File: src/rtl/ddco_pkg.sv
// rtl/ddco_pkg.sv - shared types and constants for the exhaustive pattern generator
package ddco_pkg;

  typedef enum logic [1:0] {
    IDLE = 2'd0,
    RUN  = 2'd1,
    DONE = 2'd2
  } state_t;

  localparam int N_PATTERNS = 8;
  localparam int RESP_W     = 16;
  localparam int PAT_W      = $clog2(N_PATTERNS);

  // Counter width for a modulo-n count; a single-state counter still needs one bit.
  function automatic int cnt_width(input int n);
    return (n > 1) ? $clog2(n) : 1;
  endfunction

endpackage

File: src/rtl/exhaustive_pattern_gen_if.sv
// rtl/exhaustive_pattern_gen_if.sv - stimulus/capture bus between the generator and the circuit under test
interface exhaustive_pattern_gen_if;

  logic                        start;
  logic                        A;
  logic                        B;
  logic                        C;
  logic                        D;
  logic                        E;
  logic                        busy;
  logic                        done;
  logic [ddco_pkg::PAT_W-1:0]  pat_idx;
  logic [ddco_pkg::RESP_W-1:0] resp;

  modport master (
    input  start, D, E,
    output A, B, C, busy, done, pat_idx, resp
  );

  modport slave (
    output start, D, E,
    input  A, B, C, busy, done, pat_idx, resp
  );

endinterface

File: src/rtl/hold_timer.sv
// rtl/hold_timer.sv - modulo-TERM up/down counter with a terminal-count flag
module hold_timer #(
  parameter int TERM = 20,
  parameter bit DOWN = 1'b0,
  parameter int W    = ddco_pkg::cnt_width(TERM)
) (
  input  logic clk,
  input  logic rst_n,
  input  logic clr,
  input  logic en,
  output logic tc
);

  localparam logic [W-1:0] LAST   = W'(TERM - 1);
  localparam logic [W-1:0] FIRST  = DOWN ? LAST : '0;
  localparam logic [W-1:0] TC_VAL = DOWN ? '0 : LAST;

  logic [W-1:0] cnt;

  assign tc = en && (cnt == TC_VAL);

  // Wraps on terminal count so the count never leaves 0..TERM-1.
  always_ff @(posedge clk or negedge rst_n) begin
    if (!rst_n) begin
      cnt <= FIRST;
    end else if (clr || tc) begin
      cnt <= FIRST;
    end else if (en) begin
      cnt <= DOWN ? (cnt - 1'b1) : (cnt + 1'b1);
    end
  end

endmodule

File: src/rtl/exhaustive_pattern_gen.sv
// rtl/exhaustive_pattern_gen.sv - drives all eight {A,B,C} patterns and captures {D,E} per pattern
module exhaustive_pattern_gen
  import ddco_pkg::*;
#(
  parameter int HOLD_CYCLES = 20
) (
  input logic                     clk,
  input logic                     rst_n,
  exhaustive_pattern_gen_if.master bus
);

  localparam int               CNT_W    = cnt_width(HOLD_CYCLES);
  localparam logic [PAT_W-1:0] LAST_PAT = PAT_W'(N_PATTERNS - 1);

  state_t              state;
  logic [PAT_W-1:0]    pat_idx;
  logic [PAT_W-1:0]    abc;
  logic                busy;
  logic                done;
  logic [RESP_W-1:0]   resp;
  logic                window_end;

  hold_timer #(
    .TERM (HOLD_CYCLES),
    .DOWN (1'b0),
    .W    (CNT_W)
  ) u_hold_timer (
    .clk   (clk),
    .rst_n (rst_n),
    .clr   (state != RUN),
    .en    (state == RUN),
    .tc    (window_end)
  );

  always_ff @(posedge clk or negedge rst_n) begin
    if (!rst_n) begin
      state   <= IDLE;
      pat_idx <= '0;
      abc     <= '0;
      busy    <= 1'b0;
      done    <= 1'b0;
      resp    <= '0;
    end else begin
      case (state)
        IDLE: begin
          done <= 1'b0;
          if (bus.start) begin
            state   <= RUN;
            busy    <= 1'b1;
            resp    <= '0;
            pat_idx <= '0;
            abc     <= '0;
          end
        end
        RUN: begin
          // Sample on the last cycle of the window to give the circuit maximum settling time.
          if (window_end) begin
            resp[{pat_idx, 1'b0} +: 2] <= {bus.D, bus.E};
            if (pat_idx == LAST_PAT) begin
              state   <= DONE;
              busy    <= 1'b0;
              done    <= 1'b1;
              pat_idx <= '0;
              abc     <= '0;
            end else begin
              pat_idx <= pat_idx + 1'b1;
              abc     <= pat_idx + 1'b1;
            end
          end
        end
        DONE: begin
          done  <= 1'b0;
          state <= IDLE;
        end
        default: begin
          state <= IDLE;
          busy  <= 1'b0;
          done  <= 1'b0;
        end
      endcase
    end
  end

  assign bus.A       = abc[2];
  assign bus.B       = abc[1];
  assign bus.C       = abc[0];
  assign bus.pat_idx = pat_idx;
  assign bus.busy    = busy;
  assign bus.done    = done;
  assign bus.resp    = resp;

endmodule

File: src/flat_wrapper.sv
// flat-port wrapper written by rule: the top's interface ports become plain ports
module exhaustive_pattern_gen_flat import ddco_pkg::*;
#(
  parameter int HOLD_CYCLES = 20
)
  (clk, rst_n, bus_start, bus_D, bus_E, bus_A, bus_B, bus_C, bus_busy, bus_done, bus_pat_idx, bus_resp);
  exhaustive_pattern_gen_if bus_i ();
  input logic clk;
  input logic rst_n;
  input wire logic [$bits(bus_i.start)-1:0] bus_start;
  input wire logic [$bits(bus_i.D)-1:0] bus_D;
  input wire logic [$bits(bus_i.E)-1:0] bus_E;
  output wire logic [$bits(bus_i.A)-1:0] bus_A;
  output wire logic [$bits(bus_i.B)-1:0] bus_B;
  output wire logic [$bits(bus_i.C)-1:0] bus_C;
  output wire logic [$bits(bus_i.busy)-1:0] bus_busy;
  output wire logic [$bits(bus_i.done)-1:0] bus_done;
  output wire logic [$bits(bus_i.pat_idx)-1:0] bus_pat_idx;
  output wire logic [$bits(bus_i.resp)-1:0] bus_resp;
  assign bus_i.start = bus_start;
  assign bus_i.D = bus_D;
  assign bus_i.E = bus_E;
  assign bus_A = bus_i.A;
  assign bus_B = bus_i.B;
  assign bus_C = bus_i.C;
  assign bus_busy = bus_i.busy;
  assign bus_done = bus_i.done;
  assign bus_pat_idx = bus_i.pat_idx;
  assign bus_resp = bus_i.resp;
  exhaustive_pattern_gen #(.HOLD_CYCLES(HOLD_CYCLES)) u_core (.clk(clk), .rst_n(rst_n), .bus(bus_i));
endmodule
File: config.mk
export PLATFORM = sky130hd
export DESIGN_NAME = exhaustive_pattern_gen_flat
export DESIGN_NICKNAME = d
export VERILOG_FILES = /design/src/rtl/ddco_pkg.sv /design/src/rtl/exhaustive_pattern_gen_if.sv /design/src/rtl/hold_timer.sv /design/src/rtl/exhaustive_pattern_gen.sv /design/src/flat_wrapper.sv
export SDC_FILE = /design/constraint.sdc
export NUM_CORES = 1
export LEC_CHECK = 0
export ABC_CLOCK_PERIOD_IN_PS = 3200
export BUFFER_PORTS_ARGS = -buffer_cell sky130_fd_sc_hd__buf_2
export CAP_MARGIN = 0
export CORE_MARGIN = 8
export CORE_UTILIZATION = 25
export CTS_BUF_LIST = sky130_fd_sc_hd__clkbuf_16
export DETAILED_ROUTE_END_ITERATION = 7
export HOLD_SLACK_MARGIN = 0.08
export PLACE_DENSITY = 0.44
export SYNTH_ARGS = -nofsm -noshare
export SYNTH_HDL_FRONTEND = slang
export SYNTH_SLANG_ARGS = --single-unit
File: constraint.sdc
create_clock -name clk -period 3.2 [get_ports clk]
set_clock_uncertainty 0.05 [all_clocks]
set_input_delay 0.48 -clock clk [delete_from_list [all_inputs] [get_ports clk]]
set_output_delay 0.48 -clock clk [all_outputs]
set_load 0.02 [all_outputs]
Yosys cells after proc, flatten, opt, wreduce, memory -nomap -nowiden --
Index checks and enable logic that the tools add are counted.
Storage, ports and cells: output and inout port bits 24, word-level logic and storage cells 50, flip-flop bits (word level) 28, input bits 5
Cells by class: reduce and logical (&&, ||, !) cells 9, shift-type cells 2, $add $sub $neg 3, mux-type cells 21, bitwise logic cells 1, equality and inequality tests 8
Operators by type and width (number):
- 16-bit 2-to-1 mux | 2
- 16-bit case mux with 2 select lines | 1
- 16-bit bitwise mux | 1
- 2-bit by 6-bit variable shift with 16-bit output (first input constant) | 1
- 2-bit by 6-bit indexed part select with 16-bit output | 1
- 5-bit 2-to-1 mux | 2
- 3-bit 2-to-1 mux | 3
- 1-bit 2-to-1 mux | 6
- 2-bit 2-to-1 mux | 3
- 2-bit by 1-bit inequality test with 1-bit output (second input constant) | 3
- 4-bit negator with 6-bit output | 1
- 3-bit case mux with 2 select lines | 1
- 3-bit AND reduction | 2
- 5-bit by 1-bit adder with 5-bit output (second input constant) | 1
- 5-bit equality test (second input constant) | 1
- 2-bit case mux with 2 select lines | 1
- 4-bit AND reduction | 1
- 2-bit nonzero test | 2
- 3-bit by 1-bit adder with 3-bit output (second input constant) | 1
- 3-bit equality test (second input constant) | 1
- 1-bit case mux with 3 select lines | 1
- 2-bit by 1-bit equality test with 1-bit output (second input constant) | 1
- 2-bit equality test (second input constant) | 1
- 2-bit zero test | 1
- 5 further kinds | 5

Depth between registers and ports, before layout --
word-level depth 5, depth in mapped cells 8, gate-level depth less buffers 7

Hierarchy --
From an unflattened synthesis, not the netlist that was laid out.
Unflattened totals: cell total of the unflattened synthesis 149, area total of the unflattened synthesis 1556.5 um^2
Modules (own cells, without submodules):
- exhaustive_pattern_gen | cells each 124, instances 1, area each 1297.5 um^2
- hold_timer | cells each 25, instances 1, area each 259.0 um^2

Worst setup path after synthesis --
No wires, ideal clock.
kind reg2reg, start point register u_core.pat_idx[0], in the netlist u_core.bus.pat_idx[0], end point register u_core.resp[7], in the netlist u_core.bus.resp[7], required time 3.028 ns, setup time 0.122 ns, period minus slack after synthesis 1.987 ns, arrival time 1.815 ns, stages on the path, launching flop included 8, path buffers 0, setup slack 1.213 ns, path through dfrtp_1 inv_1 ha_1 ha_1 nor2b_1 nand2_1 a21o_1 a32o_1
Between the ends: longest elaborated chain between the ends 5, elaborated cells between the ends (all ways) 6, classes of those cells add/sub: 1; shift: 2; mux: 3
Ends and longest elaborated chain:
- start, declared | line exhaustive_pattern_gen.sv:16 | logic [PAT_W-1:0] pat_idx;
- start signal, assigned | line exhaustive_pattern_gen.sv:66 | pat_idx <= pat_idx + 1'b1;
- 4-bit negator with 6-bit output (*) | line exhaustive_pattern_gen.sv:58 | resp[{pat_idx, 1'b0} +: 2] <= {bus.D, bus.E};
- 2-bit by 6-bit indexed part select with 16-bit output / 2-bit by 6-bit variable shift with 16-bit output (equally long branches) | line exhaustive_pattern_gen.sv:58
- 16-bit bitwise mux (*) | line exhaustive_pattern_gen.sv:58
- 16-bit 2-to-1 mux (*) | line exhaustive_pattern_gen.sv:57 | if (window_end) begin
- 16-bit case mux with 2 select lines (*) | line exhaustive_pattern_gen.sv:44 | case (state)
- end signal, assigned by index | line exhaustive_pattern_gen.sv:58
- end, declared | line exhaustive_pattern_gen.sv:20 | logic [RESP_W-1:0] resp;
Mark *: on every way between the ends. The rest lies on a longest branch, timed or not. The select of a mux whose other input is x is not followed. A chain may end at the register's enable or synchronous reset.

Final worst setup path --
start point register u_core.pat_idx[0], in the netlist u_core.bus.pat_idx[0], end point register u_core.resp[3], in the netlist u_core.bus.resp[3]
The elaborated chain is that of the path after synthesis.

==> flow_summary.toml <==
[outcome]
status = "completed"

[cts]
clock_sinks = 28
cts_max_level = 1
clk_latency_ps = 260
cts_tree = "done"
clockBufferDepth = 2
clk_pin_slew_ps = 60
cts_hold_buffers = 0
post_cts_resized = 0
post_cts_buffers = 0
root_buffer = "clkbuf_16"
cts_buffers = 3

[global_routing]
grt_pass1_vias = 1089
antenna_found_initial = 0
grtUsageMet3 = 0.02494
use_met1 = 0.09846
grt-busiest-layer = "met2"
overflow = 0
met2_usage = 0.1288
grt_max_degree = 29
grt_usage = 0.08023
grt_pass1_wl_um = 5395

[die]
die_h_um = 90.30
start_util = 0.2553
core-area_mm2 = 0.005405
num_io_pins = 29
die-area_mm2 = 0.008154
die_w_um = 90.30
std_cell_rows = 27

[cells_and_area]
area_growth_pct = 17.95
fin_cells = 224
most-common-layout-cells = "28 x buf_2, 28 x dfrtp_1, 14 x nand2_1"
nets = 165
postLayoutCoreUtil = 0.3012
design_area_mm2 = 0.001628
fillers = 594
diodes = 0
drive_above_1_share = 0.2303

[synthesis]
ys_ff_latch = 28
synth_seq_area_share = 0.5077
synth.top_cell.area_share = 0.5077
avgSynthCellArea_um2 = 10.78
netlist_area_mm2 = 0.001380
synth_warnings = 0
synth_nets = 139
ys_types = 32
syn_inst = 128
synth.largest_area_cell = "dfrtp_1"
synth.area.top_cells = "dfrtp_1 51%, ha_1 5.4%, o2bb2ai_1 5.1%"

[sta]
setup_tns_ps = 0
min_period_ps = 2229
finalWorstSetupSlack_ps = 970.7
rsz0062_at_grt = "no"
worst_pin_slew_ps = 609.7
slew_violations = 0
maxSlewHeadroom = 0.5935
period_share = 0.6967
max_freq_ghz = 0.4486
hold_violations = 0
timing.hold.ws_ps = 176.7
finalSetupViolations = 0

[route]
vias_per_cell = 4.607
ant_nets = 0
wl_um = 3087
wl_per_cell_um = 13.78
drt_first_pass_iters = 4
drc = 0
vias = 1032
drt-initial-drc-count = 59

[pwr]
p_int_mw = 0.9607
pwr-share-clk = 0.164
p_leak_nw = 0.7982
irDropWorstVdd_mv = 0.3362
seqPwrFrac = 0.361
power.total_mw = 1.678
p_sw_mw = 0.7169
p_sw_frac = 0.4274
p_per_area_mw_per_mm2 = 1031
share_comb_of_total_power = 0.474

[placed_design]
place_area_mm2 = 0.001553
placed_cells = 221
io_buffers = 28
gp_congestion = 0.7777
place_ws_ps = 1024
dp_hpwl_um = 2354

[worst_setup_path]
r2r_end = "u_core.bus.resp[3]$_DFFE_PN0P_"
worst_setup_path_start_kind = "flop"
arrival_ps = 2330
worstSetupEndpointType = "flop"
path_class = "flop to flop"
worst-r2r-setup-slack_ps = 970
crit_fanout = 9
rr_worst_depth = 7
crit_required_ps = 3300
r2r-start = "u_core.bus.pat_idx[0]$_DFFE_PN0P_"

[job]
drv_cap = 0

[hold_path]
min_path_type = "primary input to async pin"
-- registers in the layout, indices dropped and copies added, names as in the netlist --
name	count
u_core.bus.pat_idx	3
u_core.bus.busy	1
u_core.bus.resp	16
u_core.bus.done	1
u_core.u_hold_timer.cnt	5
u_core.state	2
-- power by group through the flow --
stage	logic [mW]	registers (mW)	clock network [mW]
final	0.796	0.606	0.276
after CTS	0.810	0.609	0.284
after global placement	0.802	0.606	0
after global routing	0.896	0.629	0.297
after detailed placement	0.802	0.613	0
after floorplan	0.473	0.726	0
-- synth_stat cells (all sizes together) --
cell / number
a21o: 9
a21oi: 3
a22o: 1
a22oi: 1
a311oi: 1
a32o: 3
and2b: 1
and3: 3
and4bb: 1
buf: 7
dfrtp: 28
ha: 6
inv: 9
mux2i: 1
nand2: 14
nand2b: 1
nand3: 4
nand4: 1
nand4b: 1
nand4bb: 1
nor2: 9
nor2b: 3
nor3b: 1
o21ai: 3
o22ai: 4
o2bb2ai: 8
or2: 1
or4: 1
xnor2: 2
-- worst max-delay path, stage by stage, from the launching register on --
cell and delay [ps]:
dfrtp_1 480, inv_1 110, ha_1 240, ha_1 200, nor2b_1 370, nand3_1 210
a21o_1 230, a22o_1 230
-- metal layers --
metal / vias to the layer above / wire, µm
met4: 0 / 42
li1: 505 / -
met3: 5 / 158
met5: - / 0
met1: 501 / 1424
met2: 21 / 1461
-- logic make-up after synthesis --
kind of cell | after synthesis | synth area share
multiplexers | 1 | 0.007253
AO/OA/AOI/OAI | 33 | 0.1877
XOR/XNOR | 2 | 0.01269
AND/OR/NAND/NOR | 42 | 0.1641
adder cells (fa/ha/maj) | 6 | 0.05440
flip-flops | 28 | 0.5077
buffers and inverters | 16 | 0.06618
-- area by class of cell --
type	count	area (µm²)	area share
Tap cell	72	90.09	0.05534
Sequential cell	28	700.7	0.4304
Timing Repair Buffer	28	140.1	0.08609
Inverter	9	33.78	0.02075
Multi-Input combinational cell	84	588.1	0.3613
Clock buffer	3	75.07	0.04612
-- worst max-delay path by stage --
stage	start	to	slack, ps	cells after the start
after floorplan	u_core.bus.pat_idx[0]$_DFFE_PN0P_	u_core.bus.resp[7]$_DFFE_PN0P_	1210	7
after global placement	u_core.bus.pat_idx[0]$_DFFE_PN0P_	u_core.bus.resp[3]$_DFFE_PN0P_	1110	7
after detailed placement	u_core.bus.pat_idx[0]$_DFFE_PN0P_	u_core.bus.resp[3]$_DFFE_PN0P_	1020	7
after CTS	u_core.bus.pat_idx[0]$_DFFE_PN0P_	u_core.bus.resp[3]$_DFFE_PN0P_	960	7
after global routing	u_core.bus.pat_idx[0]$_DFFE_PN0P_	u_core.bus.resp[3]$_DFFE_PN0P_	790	7
final	u_core.bus.pat_idx[0]$_DFFE_PN0P_	u_core.bus.resp[3]$_DFFE_PN0P_	970	7
Power figures use the tool's default switching activity.
